**src/rtl/multih_phase_tracker.sv**
```systemverilog
// -----------------------------------------------------------------------------
// multih_phase_tracker
//
// Multi-h CPM phase-state tracker. Accumulates quaternary symbol decisions with
// alternating modulation indices (h0 = H0_UNITS/32, h1 = H1_UNITS/32 turns per
// unit symbol) into a 5-bit phase-state select for the downstream rotator. The
// h-index alignment is locked to an external sync marker (hSync), slips are
// counted, and carrier-phase trims (phaseAdj) are folded into the same update.
//
// Parameters:
//   H0_UNITS    phase increment per unit symbol for h index 0 (2*pi/32 units)
//   H1_UNITS    phase increment per unit symbol for h index 1 (2*pi/32 units)
//
// Ports:
//   clk         system clock
//   reset       asynchronous, active-low reset
//   symEn       one-cycle symbol strobe; qualifies symIn and hSync
//   sym2xEn     twice-symbol-rate strobe, passed through with one cycle delay
//   symIn       decision: 00=+1, 01=+3, 10=-1, 11=-3
//   hSync       marks the current symbol as h-index 0 (valid only with symEn)
//   adjEn       one-cycle strobe to add phaseAdj to the phase state
//   phaseAdj    phase trim, mod 32
//   clearStats  synchronous clear of symCount and slipCount
//   sel         current phase state, mod 32
//   hNext       h index applied to the next accumulated symbol
//   locked      high while tracking
//   symEnOut    symEn delayed one cycle (aligned with the new sel)
//   sym2xEnOut  sym2xEn delayed one cycle
//   symCount    symbols since the last sync, saturating at 0xFFFF
//   slipCount   h-index slips detected, saturating at 15
// -----------------------------------------------------------------------------
module multih_phase_tracker #(
    parameter int unsigned H0_UNITS = 4,
    parameter int unsigned H1_UNITS = 5
) (
    input  logic        clk,
    input  logic        reset,
    input  logic        symEn,
    input  logic        sym2xEn,
    input  logic [1:0]  symIn,
    input  logic        hSync,
    input  logic        adjEn,
    input  logic [4:0]  phaseAdj,
    input  logic        clearStats,
    output logic [4:0]  sel,
    output logic        hNext,
    output logic        locked,
    output logic        symEnOut,
    output logic        sym2xEnOut,
    output logic [15:0] symCount,
    output logic [3:0]  slipCount
);

    typedef enum logic {
        WAIT_SYNC = 1'b0,
        TRACK     = 1'b1
    } state_t;

    state_t             state;
    state_t             state_next;

    logic               sync;
    logic               idx;
    logic               add_sym;
    logic               add_adj;
    logic signed [6:0]  sym_val;
    logic signed [6:0]  unit_val;
    logic signed [6:0]  delta;
    logic        [6:0]  sum;

    logic [4:0]         sel_next;
    logic               hnext_next;
    logic [15:0]        count_next;
    logic [3:0]         slip_next;

    // State register
    always_ff @(posedge clk or negedge reset) begin
        if (!reset) begin
            state <= WAIT_SYNC;
        end else begin
            state <= state_next;
        end
    end

    // Next-state and datapath update
    always_comb begin
        state_next = state;
        hnext_next = hNext;
        count_next = symCount;
        slip_next  = slipCount;

        sync = symEn & hSync;
        // A sync marker forces index 0 regardless of the tracked alignment.
        idx  = hSync ? 1'b0 : hNext;

        unique case (symIn)
            2'b00:   sym_val = 7'sd1;
            2'b01:   sym_val = 7'sd3;
            2'b10:   sym_val = -7'sd1;
            default: sym_val = -7'sd3;
        endcase

        unit_val = idx ? $signed(7'(H1_UNITS)) : $signed(7'(H0_UNITS));
        delta    = sym_val * unit_val;

        add_sym = (state == TRACK) ? symEn : sync;
        add_adj = (state == TRACK) & adjEn;

        // Two's-complement wrap in 7 bits; only the low 5 bits are meaningful.
        sum = {2'b00, sel}
            + (add_sym ? $unsigned(delta) : 7'd0)
            + (add_adj ? {2'b00, phaseAdj} : 7'd0);
        sel_next = sum[4:0];

        unique case (state)
            WAIT_SYNC: begin
                if (sync) begin
                    hnext_next = 1'b1;
                    count_next = 16'd1;
                    state_next = TRACK;
                end
            end
            TRACK: begin
                if (symEn) begin
                    hnext_next = ~idx;
                    if (sync) begin
                        count_next = 16'd1;
                        if (hNext && (slipCount != 4'hF)) begin
                            slip_next = slipCount + 4'd1;
                        end
                    end else if (symCount != 16'hFFFF) begin
                        count_next = symCount + 16'd1;
                    end
                end
            end
            default: state_next = WAIT_SYNC;
        endcase

        if (clearStats) begin
            count_next = '0;
            slip_next  = '0;
        end
    end

    // Output / datapath registers
    always_ff @(posedge clk or negedge reset) begin
        if (!reset) begin
            sel        <= '0;
            hNext      <= 1'b0;
            symEnOut   <= 1'b0;
            sym2xEnOut <= 1'b0;
            symCount   <= '0;
            slipCount  <= '0;
        end else begin
            sel        <= sel_next;
            hNext      <= hnext_next;
            symEnOut   <= symEn;
            sym2xEnOut <= sym2xEn;
            symCount   <= count_next;
            slipCount  <= slip_next;
        end
    end

    assign locked = (state == TRACK);

endmodule

```
**config.mk**
```make
export PLATFORM = sky130hd
export DESIGN_NAME = multih_phase_tracker
export DESIGN_NICKNAME = d
export VERILOG_FILES = /design/src/rtl/multih_phase_tracker.sv
export SDC_FILE = /design/constraint.sdc
export NUM_CORES = 1
export LEC_CHECK = 0
export BUFFER_PORTS_ARGS = -buffer_cell sky130_fd_sc_hd__buf_2
export CAP_MARGIN = 0
export CELL_PAD_IN_SITES_DETAIL_PLACEMENT = 1
export CELL_PAD_IN_SITES_GLOBAL_PLACEMENT = 1
export CORE_MARGIN = 2
export CORE_UTILIZATION = 36
export CTS_CLUSTER_DIAMETER = 60
export DETAILED_ROUTE_END_ITERATION = 7
export PLACE_DENSITY_LB_ADDON = 0.1
export SYNTH_ARGS = -nofsm -noshare
export SYNTH_HDL_FRONTEND = slang
export SYNTH_SLANG_ARGS = --single-unit
```
**constraint.sdc**
```tcl
create_clock -name clk -period 2.6 [get_ports clk]
set_clock_uncertainty 0.1 [all_clocks]
set_input_delay 0.52 -clock clk [delete_from_list [all_inputs] [get_ports clk]]
set_output_delay 0.52 -clock clk [all_outputs]
set_load 0.005 [all_outputs]
```
==> flow_summary.rst, run 1 <==
.. list-table::
   :header-rows: 1

   * - Metric
     - Value
   * - Wire length of the first global-routing pass
     - 7734 um
   * - Most repeated library cell on the critical path
     - fa_1
   * - Data required, critical path
     - 2.66 ns
   * - Fraction of power spent switching nets
     - 0.3078
   * - Category of cells accounting for the largest share of critical-path delay
     - adder cells
   * - Count of cells along the worst register-to-register path
     - 7
   * - Total I/O pin count
     - 43
   * - Hold Vio Cnt, Final
     - 0
   * - RSZ-0062 raised after global routing
     - no
   * - Placed Area
     - 2021 sq um
   * - Maximum root-to-sink buffer count
     - 2
   * - Worst path setup slack after routing
     - 0.1217 ns
   * - Total count of max-transition violations in the final report
     - 0
   * - Worst reg2reg path startpoint
     - hNext$_DFFE_PN0P_
   * - WL final
     - 4738 um
   * - Number of failing setup endpoints in the final timing report
     - 0
   * - Netlist area before placement
     - 1743 sq um
   * - Cell types occupying the most area after synthesis
     - dfrtp_1 42%, fa_1 5.7%, ha_1 5.0%
   * - CTS tree
     - built
   * - Most used DFF post-synth
     - dfrtp_1
   * - Clock tree sinks
     - 29
   * - Initial Util
     - 0.3715
   * - Area of the placeable core
     - 4692 sq um
   * - Count of unresolved DRC violations after routing
     - 0
   * - Yosys top cell by area
     - dfrtp_1
   * - Commonest cells in the synthesized netlist
     - 29 x dfrtp_1, 15 x a21oi_1, 15 x nand2_1, 10 x nor2_1, 9 x nand3_1
   * - Final worst path period share
     - 0.9532
   * - Number of instances resized during post-cts repair
     - 0
   * - Worst rel slew slack
     - 0.4563
   * - Peak supply drop
     - 0.0003378 V
   * - Endpoint of the worst-slack reg-to-reg timing path
     - sel[3]$_DFF_PN0_
   * - Count of distinct cell types in the synthesized netlist
     - 43
   * - Launching element type of the critical path
     - register
   * - Cell-internal power
     - 0.0008567 W
   * - Total number of vias
     - 1580
   * - Data arrival time at the worst-slack endpoint
     - 2.54 ns
   * - Syn Nets
     - 205
   * - Switching power
     - 0.0003809 W
   * - Maximum single-stage delay on the critical path
     - 0.44 ns
   * - Max stage delay cell, worst path
     - fa_1
   * - Sequential area share after synthesis
     - 0.4164
   * - Top-count cell post-synth
     - dfrtp_1
   * - Final min period
     - 2.478 ns
   * - Via count of the first global-routing pass
     - 1619
   * - Number of DRC violations after detailed-routing iteration 0
     - 32
   * - Antenna-violating nets left
     - 0
   * - Max-cap check violation count
     - 0
   * - Critical path, cell by cell
     - nand3_1, or2_2, nor2_2, fa_1, ha_1, fa_1, xor2_1
   * - Share of total power in combinational logic
     - 0.268
   * - Count of hold-fix buffers inserted at cts
     - 0
   * - Depth of the CTS H-tree
     - 2
   * - Highest attainable clock frequency
     - 403.5 MHz
   * - Routed len/inst
     - 16.92 um
   * - Kind of critical path
     - reg2reg
   * - Clock Pin Slew Worst Setup and Hold Paths
     - 0.06 ns
   * - Classification of the worst-slack hold path
     - in2async
   * - Power share of the clock group
     - 0.290
   * - Register share of total power
     - 0.442
   * - Die H
     - 73.58 um
   * - Worst Setup End Kind
     - register
   * - Area share of the leading cell type in the synthesized netlist
     - 0.4164
   * - Via density per instance
     - 5.643
   * - Root buf cell
     - clkbuf_8
   * - Routability cong.
     - 0.8065
   * - Post-CTS Repair Setup Buffers
     - 0
   * - Quantity of I/O buffers inserted on ports
     - 42
   * - Number of antenna diodes
     - 0
   * - Combined global-route utilization of all metal layers
     - 0.1895
   * - Seq cells post-synth
     - 29
   * - Run status
     - finished, final reports clean
   * - Transition at the pin with the smallest max-transition slack
     - 0.8080 ns
   * - Ratio of cells with drive above 1 in the final layout
     - 0.2566
   * - Share of flip-flops with an asynchronous set or reset
     - 1.000
   * - Power per cell area
     - 589.1 nW/um^2
   * - Syn_area_per_cell
     - 9.737 sq um
   * - Mapped Cells
     - 179
   * - Worst Path Buf+Inv
     - 0
   * - First drt pass iteration count
     - 4
   * - Growth of design area from synthesis to finish
     - 20.53%
   * - DIE WIDTH
     - 73.58 um
   * - Clock network latency to the later pin of the worst-skew pair
     - 0.28 ns
   * - Number of flops mapped to enable cells by yosys
     - 0
   * - Fin area
     - 2101 sq um
   * - Maximum number of pins on one net before global-route repair
     - 30
   * - Final HPWL from detailed placement
     - 3585 um
   * - Minimum setup slack among reg-to-reg paths
     - 0.12 ns
   * - Total grt overflow
     - 0
   * - # nets final
     - 251
   * - Pleak
     - 0.9728 nW
   * - Standard-cell row count
     - 25
   * - Critical Path Fanout Max
     - 6
   * - Number of antenna violations at the first check in global routing
     - 0
   * - Die footprint
     - 5414 sq um
   * - Post-Place Setup Slack
     - -0.1707 ns
   * - Fill cell total of the finished layout
     - 570
   * - Warning count from the yosys run
     - 0
   * - Clock buffer count from CTS
     - 5
[worst register-to-register path: cells and delay by family, from the launching register on]
family | cells | cell delay [ns]
and+or+nand+nor | 3 | 0.60
adders and majority gates | 3 | 1.06
DFF | 1 | 0.42
xor gates and xnor gates | 1 | 0.17
[metal layers]
layer  GRT usage  routed length, um
met1      0.2163               2021
met2      0.3343               2473
met3     0.04664                159
met4     0.08081                 85
met5           0                  0
[registers in the layout, summed over array words and instances (netlist names)]
register,cells
symEnOut,1
hNext,1
symCount,16
sym2xEnOut,1
sel,5
slipCount,4
locked,1
[through the flow]
step	total power, W	instances	hold WS [ns]	TNS (ns)	util
after floorplan	0.0007604	179	0.1244	0	-
after global placement	0.0008699	272	0.4159	-0.05485	0.4307
after detailed placement	0.0009002	272	0.4571	-0.2118	0.4307
after CTS	0.001260	280	0.1988	0	0.4477
after global routing	0.001325	280	0.2113	0	0.4477
final	0.001238	280	0.1781	0	0.4477
[power by group through the flow]
stage	registers (W)	logic, W	clock network [W]
5_1_grt	0.000556	0.000378	0.000390
3_3_place_gp	0.000553	0.000317	0
4_1_cts	0.000549	0.000342	0.000369
2_1_floorplan	0.000554	0.000206	0
6_report	0.000547	0.000332	0.000358
3_5_place_dp	0.000555	0.000345	0
[worst max path at each step]
stage / cells past startpoint / start / to
2_1_floorplan: 8 / symEn / sel[3]$_DFF_PN0_
6_report: 7 / hNext$_DFFE_PN0P_ / sel[3]$_DFF_PN0_
4_1_cts: 7 / hNext$_DFFE_PN0P_ / sel[3]$_DFF_PN0_
3_5_place_dp: 10 / symIn[0] / sel[4]$_DFF_PN0_
5_1_grt: 7 / hNext$_DFFE_PN0P_ / sel[3]$_DFF_PN0_
3_3_place_gp: 10 / symIn[0] / sel[4]$_DFF_PN0_
[area by class of cell]
| type | instances | area, sq um | share of cell area |
|---|---|---|---|
| multi-input cells | 137 | 960.9 | 0.4574 |
| flip-flops and latches | 29 | 725.7 | 0.3454 |
| inverters | 5 | 18.77 | 0.008934 |
| well taps | 54 | 67.56 | 0.03216 |
| clock buffers | 8 | 80.08 | 0.03812 |
| repair buffers | 47 | 247.7 | 0.1179 |
[cell usage in the layout, fill, tap and decap left out, types with 2 or more instances in the layout]
master | synthesis | routed
buf_2 | 1 | 42
dfrtp_1 | 29 | 29
a21oi_1 | 15 | 15
nand2_1 | 15 | 15
nor2_1 | 10 | 9
nand3_1 | 9 | 9
o21ai_0 | 7 | 7
nand4_1 | 7 | 7
ha_1 | 7 | 7
xnor2_1 | 6 | 6
inv_1 | 5 | 5
mux2i_1 | 5 | 5
fa_1 | 5 | 5
clkbuf_8 | 0 | 5
buf_4 | 0 | 5
and3_1 | 4 | 4
nor3_1 | 4 | 4
nand2b_1 | 4 | 4
a21o_1 | 3 | 3
or4_1 | 3 | 3
and4_1 | 3 | 3
o41ai_1 | 3 | 3
or3_1 | 3 | 3
clkbuf_1 | 5 | 3
xor2_1 | 2 | 2
o21bai_1 | 2 | 2
o31ai_1 | 2 | 2
a31oi_1 | 2 | 2
nor4_1 | 2 | 2
[logic make-up after synthesis]
family / share of synthesized area
compound gates: 0.1457
xor+xnor: 0.04020
fa+ha+maj: 0.1077
buf+inv: 0.03374
flops: 0.4164
mux: 0.02872
simple gates: 0.2276
Power figures use the tool's default switching activity.
==> run 2, diff against run 1 <==
--- a/config.mk
+++ b/config.mk
@@ -14,6 +14,7 @@
 export CTS_CLUSTER_DIAMETER = 60
 export DETAILED_ROUTE_END_ITERATION = 7
 export PLACE_DENSITY_LB_ADDON = 0.1
+export REMOVE_ABC_BUFFERS = 1
 export SYNTH_ARGS = -nofsm -noshare
 export SYNTH_HDL_FRONTEND = slang
 export SYNTH_SLANG_ARGS = --single-unit
==> flow_summary.rst, run 2 (synthesis results as in run 1) <==
.. list-table::
   :header-rows: 1

   * - Metric
     - Value
   * - Run status
     - finished, final reports clean
   * - # nets final
     - 254
   * - Worst Setup End Kind
     - register
   * - WL final
     - 4556 um
   * - Final HPWL from detailed placement
     - 3513 um
   * - Count of unresolved DRC violations after routing
     - 0
   * - Depth of the CTS H-tree
     - 2
   * - Max stage delay cell, worst path
     - fa_1
   * - Category of cells accounting for the largest share of critical-path delay
     - adder cells
   * - Routed len/inst
     - 16.10 um
   * - Total number of vias
     - 1596
   * - Clock network latency to the later pin of the worst-skew pair
     - 0.28 ns
   * - Fill cell total of the finished layout
     - 570
   * - Worst Path Buf+Inv
     - 1
   * - Via density per instance
     - 5.640
   * - Number of failing setup endpoints in the final timing report
     - 0
   * - Max FFs per register
     - 16
   * - Pleak
     - 0.9878 nW
   * - Growth of design area from synthesis to finish
     - 21.68%
   * - Number of DRC violations after detailed-routing iteration 0
     - 55
   * - Total grt overflow
     - 0
   * - Maximum single-stage delay on the critical path
     - 0.46 ns
   * - Peak supply drop
     - 0.0003219 V
   * - Area of the placeable core
     - 4692 sq um
   * - Routability cong.
     - 0.7830
   * - Total count of max-transition violations in the final report
     - 0
   * - Commonest non-fill, non-tap cell in the layout
     - buf_2
   * - Placed Area
     - 2033 sq um
   * - Maximum root-to-sink buffer count
     - 2
   * - Data required, critical path
     - 2.70 ns
   * - Core utilization of the finished layout
     - 0.4520
   * - RSZ-0062 raised after global routing
     - no
   * - Setup TNS
     - 0 ns
   * - Critical Path Fanout Max
     - 2
   * - Fraction of power spent switching nets
     - 0.3092
   * - Critical path, cell by cell
     - buf_2, ha_1, o21ai_0, a21oi_1, nor2b_1, fa_1, ha_1, a21o_1, a21oi_1, xnor2_1
   * - Pwr Total
     - 0.001267 W
   * - Fin area
     - 2121 sq um
   * - Number of antenna violations at the first check in global routing
     - 0
   * - Die footprint
     - 5414 sq um
   * - Worst rel slew slack
     - 0.4907
   * - Power share of the clock group
     - 0.283
   * - Clock buffer count from CTS
     - 5
   * - Classification of the worst-slack hold path
     - in2async
   * - Ratio of cells with drive above 1 in the final layout
     - 0.2620
   * - Antenna-violating nets left
     - 0
   * - Highest attainable clock frequency
     - 419.2 MHz
   * - Initial Util
     - 0.3715
   * - Maximum number of pins on one net before global-route repair
     - 30
   * - Clock tree sinks
     - 29
   * - Transition at the pin with the smallest max-transition slack
     - 0.7569 ns
   * - Root buf cell
     - clkbuf_8
   * - Clock Pin Slew Worst Setup and Hold Paths
     - 0.06 ns
   * - Share of total power in combinational logic
     - 0.288
   * - Max-cap check violation count
     - 0
   * - Via count of the first global-routing pass
     - 1673
   * - Total area of multi-input combinational cells
     - 958.4 sq um
   * - Top library cells by usage in the layout, fill and taps aside
     - 42 x buf_2, 29 x dfrtp_1, 15 x a21oi_1, 15 x nand2_1, 10 x nor2_1
   * - Kind of critical path
     - in2reg
   * - Combined global-route utilization of all metal layers
     - 0.1860
   * - Final min period
     - 2.386 ns
   * - First drt pass iteration count
     - 3
   * - Launching element type of the critical path
     - input pin
   * - Die H
     - 73.58 um
   * - Register with the most flip-flops
     - symCount
   * - Storage cell area
     - 725.7 sq um
   * - Regs by FF count
     - symCount: 16 flops, sel: 5 flops, slipCount: 4 flops
   * - CTS tree
     - built
   * - Number of instances resized during post-cts repair
     - 0
   * - DIE WIDTH
     - 73.58 um
   * - Power per cell area
     - 597.5 nW/um^2
   * - Switching power
     - 0.0003918 W
   * - Total I/O pin count
     - 43
   * - Number of antenna diodes
     - 0
   * - Register share of total power
     - 0.430
   * - Standard-cell row count
     - 25
   * - Hold Vio Cnt, Final
     - 0
   * - Final worst path period share
     - 0.9176
   * - Cell-internal power
     - 0.0008754 W
   * - Data arrival time at the worst-slack endpoint
     - 2.49 ns
   * - Wire length of the first global-routing pass
     - 7652 um
   * - Quantity of I/O buffers inserted on ports
     - 42
## run 2: changes by cell type in the layout (fill, tap and decap cells not counted), sizes merged
cell,previous run,this run
buf,47,50
## run 2: worst paths after layout
check | startpoint | end | slack (ns) | depth (start not counted)
min reg2reg | symCount[9]$_DFFE_PN0P_ | symCount[9]$_DFFE_PN0P_ | 0.45 | 1
min in group clk | sym2xEn | sym2xEnOut$_DFF_PN0_ | 0.24 | 1
max reg2reg | hNext$_DFFE_PN0P_ | sel[3]$_DFF_PN0_ | 0.23 | 7
max in group asynchronous | reset | slipCount[2]$_DFFE_PN0P_ | 1.79 | 1
max | symIn[0] | sel[4]$_DFF_PN0_ | 0.21 | 10
min | reset | symCount[14]$_DFFE_PN0P_ | 0.16 | 1
## run 2: area by class of cell
cell class                      count  share of cell area
Clock buffer                        8             0.03776
Inverter                            5            0.008850
Multi-Input combinational cell    137              0.4519
Sequential cell                    29              0.3422
Tap cell                           54             0.03186
Timing Repair Buffer               50              0.1274
## run 2: routing by layer
layer	vias up	wire, um	GRT usage
met5	-	0	0
met3	9	160	0.03292
met4	0	88	0.08889
met1	799	1875	0.2092
met2	32	2432	0.3363
li1	756	-	-
## run 2: power groups by stage
stage	Sequential [W]	Combinational, W	Clock [W]
6_report	0.000545	0.000364	0.000358
3_3_place_gp	0.000551	0.000331	0
2_1_floorplan	0.000554	0.000201	0
5_1_grt	0.000556	0.000416	0.000388
4_1_cts	0.000546	0.000359	0.000367
3_5_place_dp	0.000553	0.000356	0
## run 2: per-stage QoR
step	setup WS [ns]	std cells	hold WS (ns)
6_report	0.2144	283	0.1630
3_5_place_dp	-0.1636	274	0.4413
2_1_floorplan	0.07675	171	0.1244
4_1_cts	0.1404	282	0.1919
3_3_place_gp	-0.06809	274	0.4123
5_1_grt	0.01288	283	0.2171
## run 2: timing repair
action / CTS / global route
endpoints found under the setup margin: 0 / 1
setup buffers: 0 / 1
hold buffers: 0 / 0
